### config.mk
export PLATFORM = sky130hd
export DESIGN_NAME = bluetile_server_mem
export DESIGN_NICKNAME = d
export VERILOG_FILES = /design/src/rtl/bluetile_pkg.sv /design/src/rtl/bluetile_regfile.sv /design/src/rtl/bluetile_server_mem.sv
export SDC_FILE = /design/constraint.sdc
export NUM_CORES = 2
export LEC_CHECK = 0
export BUFFER_PORTS_ARGS = -buffer_cell sky130_fd_sc_hd__buf_4
export CAP_MARGIN = 20
export CORE_MARGIN = 2
export CORE_UTILIZATION = 55
export CTS_BUF_LIST = sky130_fd_sc_hd__clkbuf_8
export CTS_CLUSTER_DIAMETER = 80
export DETAILED_ROUTE_END_ITERATION = 6
export PLACE_DENSITY = 0.71
export RECOVER_POWER = 25
export SLEW_MARGIN = 20
export SYNTH_ARGS = -nofsm -noshare
export SYNTH_HDL_FRONTEND = slang
export SYNTH_SLANG_ARGS = --single-unit
### constraint.sdc
create_clock -name CLK -period 10.4 [get_ports CLK]
set_input_delay 0.52 -clock CLK [delete_from_list [all_inputs] [get_ports CLK]]
set_output_delay 0.52 -clock CLK [all_outputs]
set_load 0.01 [all_outputs]
### src/rtl/bluetile_pkg.sv
// Shared opcodes, response tags, header field positions and server FSM states for the
// bluetile memory server.
package bluetile_pkg;

    localparam logic [7:0] OpWrite  = 8'h01;
    localparam logic [7:0] OpRead   = 8'h02;

    localparam logic [7:0] TagWrAck = 8'hA1;
    localparam logic [7:0] TagRdHdr = 8'hA2;
    localparam logic [7:0] TagErr   = 8'hEE;

    localparam int unsigned OpMsb   = 31;
    localparam int unsigned OpLsb   = 24;
    localparam int unsigned LenMsb  = 23;
    localparam int unsigned LenLsb  = 16;
    localparam int unsigned AddrMsb = 15;
    localparam int unsigned AddrLsb = 0;

    typedef enum logic [2:0] {
        StIdle,
        StWrData,
        StWrAck,
        StRdHdr,
        StRdData,
        StDrain,
        StErrRsp
    } srv_state_e;

    // len_addr is the stored {LEN, ADDR} portion of the request header.
    function automatic logic [31:0] rsp_word(input logic [7:0] tag, input logic [23:0] len_addr);
        return {tag, len_addr};
    endfunction

endpackage

### src/rtl/bluetile_regfile.sv
// DEPTH x 32 register array: one synchronous write port, one combinational read port.
module bluetile_regfile #(
    parameter int unsigned DEPTH = 64,
    parameter int unsigned AW    = 6
) (
    input  logic          clk_i,
    input  logic          we_i,
    input  logic [AW-1:0] waddr_i,
    input  logic [31:0]   wdata_i,
    input  logic [AW-1:0] raddr_i,
    output logic [31:0]   rdata_o
);

    // No reset: contents survive RST by design.
    logic [31:0] mem_q [DEPTH];

    always_ff @(posedge clk_i) begin
        if (we_i) begin
            mem_q[waddr_i] <= wdata_i;
        end
    end

    assign rdata_o = mem_q[raddr_i];

endmodule

### src/rtl/bluetile_server_mem.sv
// Request/response memory server: WRITE/READ bursts over a DEPTH-word register array.
// Optional BT_SERVER_ERRCHK_EN adds an error response for unknown opcodes.
module bluetile_server_mem
    import bluetile_pkg::*;
#(
    parameter int unsigned DEPTH = 64
) (
    input  logic        CLK,
    input  logic        RST,
    input  logic [31:0] request_DIN,
    input  logic        request_valid,
    output logic        request_accept,
    output logic [31:0] response_DOUT,
    input  logic        response_canaccept,
    output logic        response_commit
);

    localparam int unsigned AW = (DEPTH > 1) ? $clog2(DEPTH) : 1;

`ifdef BT_SERVER_ERRCHK_EN
    localparam srv_state_e DrainExit = StErrRsp;
`else
    localparam srv_state_e DrainExit = StIdle;
`endif

    srv_state_e     state_q, state_d;
    logic [23:0]    hdr_q, hdr_d;
    logic [7:0]     cnt_q, cnt_d;

    logic [7:0]     in_op;
    logic [7:0]     in_len;
    logic [7:0]     len;
    logic           last;
    logic [AW-1:0]  mem_addr;
    logic           mem_we;
    logic [31:0]    mem_rdata;

    assign in_op    = request_DIN[OpMsb:OpLsb];
    assign in_len   = request_DIN[LenMsb:LenLsb];
    assign len      = hdr_q[LenMsb:LenLsb];
    assign last     = (cnt_q == len - 8'd1);
    // Upper ADDR bits only matter for the echoed header, not for storage.
    assign mem_addr = hdr_q[AW-1:0] + AW'(cnt_q);

    always_comb begin
        state_d         = state_q;
        hdr_d           = hdr_q;
        cnt_d           = cnt_q;
        request_accept  = 1'b0;
        response_commit = 1'b0;
        response_DOUT   = 32'h0;
        mem_we          = 1'b0;

        unique case (state_q)
            StIdle: begin
                request_accept = 1'b1;
                if (request_valid) begin
                    hdr_d = request_DIN[23:0];
                    cnt_d = 8'd0;
                    if (in_op == OpWrite) begin
                        state_d = (in_len != 8'd0) ? StWrData : StWrAck;
                    end else if (in_op == OpRead) begin
                        state_d = StRdHdr;
                    end else if (in_len != 8'd0) begin
                        state_d = StDrain;
                    end else begin
                        state_d = DrainExit;
                    end
                end
            end
            StWrData: begin
                request_accept = 1'b1;
                if (request_valid) begin
                    mem_we = 1'b1;
                    if (last) begin
                        state_d = StWrAck;
                        cnt_d   = 8'd0;
                    end else begin
                        cnt_d = cnt_q + 8'd1;
                    end
                end
            end
            StWrAck: begin
                response_DOUT   = rsp_word(TagWrAck, hdr_q);
                response_commit = response_canaccept;
                if (response_canaccept) begin
                    state_d = StIdle;
                end
            end
            StRdHdr: begin
                response_DOUT   = rsp_word(TagRdHdr, hdr_q);
                response_commit = response_canaccept;
                if (response_canaccept) begin
                    state_d = (len != 8'd0) ? StRdData : StIdle;
                    cnt_d   = 8'd0;
                end
            end
            StRdData: begin
                response_DOUT   = mem_rdata;
                response_commit = response_canaccept;
                if (response_canaccept) begin
                    if (last) begin
                        state_d = StIdle;
                        cnt_d   = 8'd0;
                    end else begin
                        cnt_d = cnt_q + 8'd1;
                    end
                end
            end
            StDrain: begin
                request_accept = 1'b1;
                if (request_valid) begin
                    if (last) begin
                        state_d = DrainExit;
                        cnt_d   = 8'd0;
                    end else begin
                        cnt_d = cnt_q + 8'd1;
                    end
                end
            end
`ifdef BT_SERVER_ERRCHK_EN
            StErrRsp: begin
                response_DOUT   = rsp_word(TagErr, hdr_q);
                response_commit = response_canaccept;
                if (response_canaccept) begin
                    state_d = StIdle;
                end
            end
`endif
            default: state_d = StIdle;
        endcase

        // Nothing transfers or gets written during a reset cycle.
        if (RST) begin
            request_accept  = 1'b0;
            response_commit = 1'b0;
            response_DOUT   = 32'h0;
            mem_we          = 1'b0;
        end
    end

    always_ff @(posedge CLK) begin
        if (RST) begin
            state_q <= StIdle;
            hdr_q   <= 24'h0;
            cnt_q   <= 8'd0;
        end else begin
            state_q <= state_d;
            hdr_q   <= hdr_d;
            cnt_q   <= cnt_d;
        end
    end

    bluetile_regfile #(
        .DEPTH (DEPTH),
        .AW    (AW)
    ) u_regfile (
        .clk_i   (CLK),
        .we_i    (mem_we),
        .waddr_i (mem_addr),
        .wdata_i (request_DIN),
        .raddr_i (mem_addr),
        .rdata_o (mem_rdata)
    );

endmodule

==> key figures <==
Run status
  • Outcome: finished with violations
  • Failing checks: max-capacitance violations, max-slew violations

Critical path
  • Worst endpoint required time: 9880 ps
  • WP data arrival: 6660 ps
  • CP endpoint kind: output port
  • Reg2reg end: u_regfile.mem_q[33][18]$_DFFE_PP_
  • Most used cell, CP: buf_4
  • Cell-by-cell listing of the critical path: ha_4 -> fa_4 -> buf_12 -> and2_4 -> buf_4 -> buf_4 -> nand3_1 -> nand4_1 -> o21ai_0 -> o21ai_0 -> o31ai_1 -> buf_4
  • Reg2Reg Depth: 8
  • Worst Path Max Fanout: 119
  • Kind of critical path: register to output port
  • Slowest CP cell: fa_4
  • Type of origin of the critical path: register
  • CP top delay family: buffers and inverters
  • R2R Path Start: cnt_q[0]$_SDFFE_PP0P_
  • CP bufs+invs: 4
  • Slowest stage delay, CP: 1040 ps
  • Flop2flop setup slack: 4370 ps

Timing
  • Worst Tran Pin Value: 4030 ps
  • Crit share post-route: 69.1%
  • Fmax: 139 MHz
  • Max-slew violations: 1590
  • Final Hold Viols: 0
  • Max_slew headroom: -169%
  • Final setup violation count: 0
  • Min Clock Period, post-route: 7180 ps
  • RSZ-0062 raised after global routing: false
  • Setup TNS: 0 ps
  • Layout Skew: 78.9 ps

Placed design
  • RePlAce Congestion: 0.908
  • Hpwl dp: 136000 um
  • Port bufs: 69

Yosys
  • Largest family of logic cells by synthesized area: simple AND/OR/NAND/NOR gates
  • Xor-xnor portion of the synthesized cell area: 0.307%
  • Most common flop cell mapped by yosys: edfxtp_1
  • Compound-gate portion of the synthesized area: 7.17%
  • Yosys top cell area share: 74.2%
  • Yosys top cell by area: edfxtp_1
  • Synth Instances: 5226
  • Sequential-to-total area share from yosys stat: 75.1%
  • Synth Warn #: 0
  • Largest cells by area after synthesis: edfxtp_1 74%, mux4_2 3.9%, mux2i_1 3.0%
  • Commonest cells in the netlist: 2048 x edfxtp_1, 625 x nand2_1, 248 x mux2i_1, 210 x nor3_1, 199 x nor2_1
  • Mux contribution to synthesized area: 7.25%
  • Library cells used by synthesis: 78
  • Post-Syn Area per Cell: 15.8 um^2
  • Syn_nets: 5271
  • Most frequent cell after synthesis: edfxtp_1
  • Post-synth EDFFs: 2048
  • Fraction of the mapped netlist area in adder cells: 0.145%
  • FFs w/ async S/R, synth: 0%
  • Synthesized flop and latch total: 2083
  • Cell Area, Synth: 82800 um^2
  • Area share of and/or/nand/nor cells after synthesis: 7.91%

Hold path
  • Worst min path class: primary input to register
  • Hold Crit Depth: 4
  • Hold Path Sink: state_q[0]$_SDFFE_PP0P_
  • Hold Crit Start: response_canaccept

Die
  • Die Ht: 392 um
  • FP Rows: 142
  • # IOs: 70
  • Area of the core: 150000 um^2
  • Total die area: 154000 um^2
  • Starting Density: 55.4%
  • Die span in x: 392 um

CTS
  • Clock sink count: 2083
  • Worst skew pair latency: 1050 ps
  • H-Tree Depth: 5
  • CTS buffer count: 339
  • CTS root buffer: clkbuf_8
  • TritonCTS clock tree: yes
  • CTS clk-pin slew, worst paths: 60 ps
  • Setup bufs post-CTS: 0
  • Clk buf depth: 4

Power
  • Total Power: 21.3 mW
  • Power per cell area: 231 nW/um^2
  • Maximum VDD drop: 239 uV
  • LEAKAGE: 28.9 nW

Drt
  • Antenna viol nets, final: 0
  • Vias/cell: 6.72
  • DR vias: 51589
  • Total Wirelength: 251000 um
  • Post-Route M1 WL: 89500 um
  • WL met2: 112000 um
  • Top sig layer: met5
  • DRC viols: 0
  • Wire per inst: 32.7 um
  • DRT Pass-1 Iters: 6
  • Initial DRC count: 8828
  • Met3 wire len: 35900 um

Layout
  • Layout net count: 5464
  • Share of layout cells above drive strength 1: 15.2%
  • Area grow syn2layout: 11.1%

GRT
  • Grt total ovfl: 0
  • Largest net degree at the start of global routing: 145
  • Vias in the first global route: 48951
  • Initial antenna violation count: 15
  • Global-route wire length before repair: 352000 um
  • Total GRT Usage: 32.5%

Job
  • Max cap viols: 24
how the worst max path moves through the flow:
| stage | from | end | slack [ps] | depth (start not counted) |
|---|---|---|---|---|
| floorplan | cnt_q[0]$_SDFFE_PP0P_ | u_regfile.mem_q[10][0]$_DFFE_PP_ | 6030 | 10 |
| global placement | cnt_q[0]$_SDFFE_PP0P_ | response_DOUT[20] | 4290 | 12 |
| detailed placement | cnt_q[0]$_SDFFE_PP0P_ | u_regfile.mem_q[26][17]$_DFFE_PP_ | 4410 | 8 |
| CTS | cnt_q[0]$_SDFFE_PP0P_ | response_DOUT[3] | 3380 | 12 |
| global route | cnt_q[0]$_SDFFE_PP0P_ | response_DOUT[3] | 3180 | 12 |
| finish | cnt_q[0]$_SDFFE_PP0P_ | response_DOUT[3] | 3220 | 12 |
worst min-delay path, delay by kind of cell:
kind            cells  cell delay (ps)
compound gates      2              310
buf+inv             1              130
mux                 1              110
through the flow:
step | utilization (%) | cell area (um^2) | worst slack [ps] | std cells | hold WS [ps]
after global routing | 61.5 | 92000 | 3180 | 7666 | 65.6
final | 61.5 | 92100 | 3220 | 7674 | 69.3
after floorplan | - | 82800 | 6030 | 5226 | 436
after detailed placement | 57.5 | 86000 | 4410 | 7083 | 451
after global placement | 57.4 | 85900 | 4290 | 7076 | 441
after CTS | 61.5 | 92000 | 3380 | 7656 | 3.84
sequential cells by signal, summed over array words and instances, names as in the netlist:
name and flops:
u_regfile.mem_q 2048, hdr_q 24, cnt_q 8, state_q 3
cell usage in the layout (no fill, tap or decap), types with 143 or more instances in the layout:
cell	count
nand2_1	623
clkbuf_8	356
buf_4	168
a21oi_1	161
nor3_1	210
nand3_1	186
edfxtp_1	2048
o21ai_0	144
mux2i_1	248
mux4_2	143
what timing repair did:
item,CTS,global route
endpoints found under the hold margin,121,0
hold buffers,5,0
resized for setup,0,0
logic make-up after synthesis:
group / count (synthesis)
AO/OA/AOI/OAI: 866
XOR/XNOR: 23
adder cells (fa/ha/maj): 9
buffers and inverters: 385
flip-flops: 2083
multiplexers: 418
AND/OR/NAND/NOR: 1442
cell type report:
cell class / count / area, um^2
multi-input cells: 2758 / 19500
fillers: 10769 / 57500
repair buffers: 220 / 1900
flip-flops and latches: 2083 / 62200
well taps: 2016 / 2520
clock buffers: 356 / 4900
diodes: 12 / 30.0
inverters: 17 / 66.3
clock inverters: 212 / 976
routing by layer:
| metal | GRT usage (%) | vias to the layer above |
|---|---|---|
| met1 | 44.3 | 25770 |
| met4 | 16.6 | 6 |
| li1 | - | 21094 |
| met3 | 9.70 | 731 |
| met2 | 47.6 | 3988 |
| met5 | 0 | - |
power breakdown:
group / internal (mW) / total, mW / switching, mW
clock network: 3.26 / 6.37 / 3.11
registers: 9.28 / 9.34 / 0.0592
logic: 1.70 / 5.58 / 3.88
total: 14.2 / 21.3 / 7.04
(Power assumes the default switching activity.)
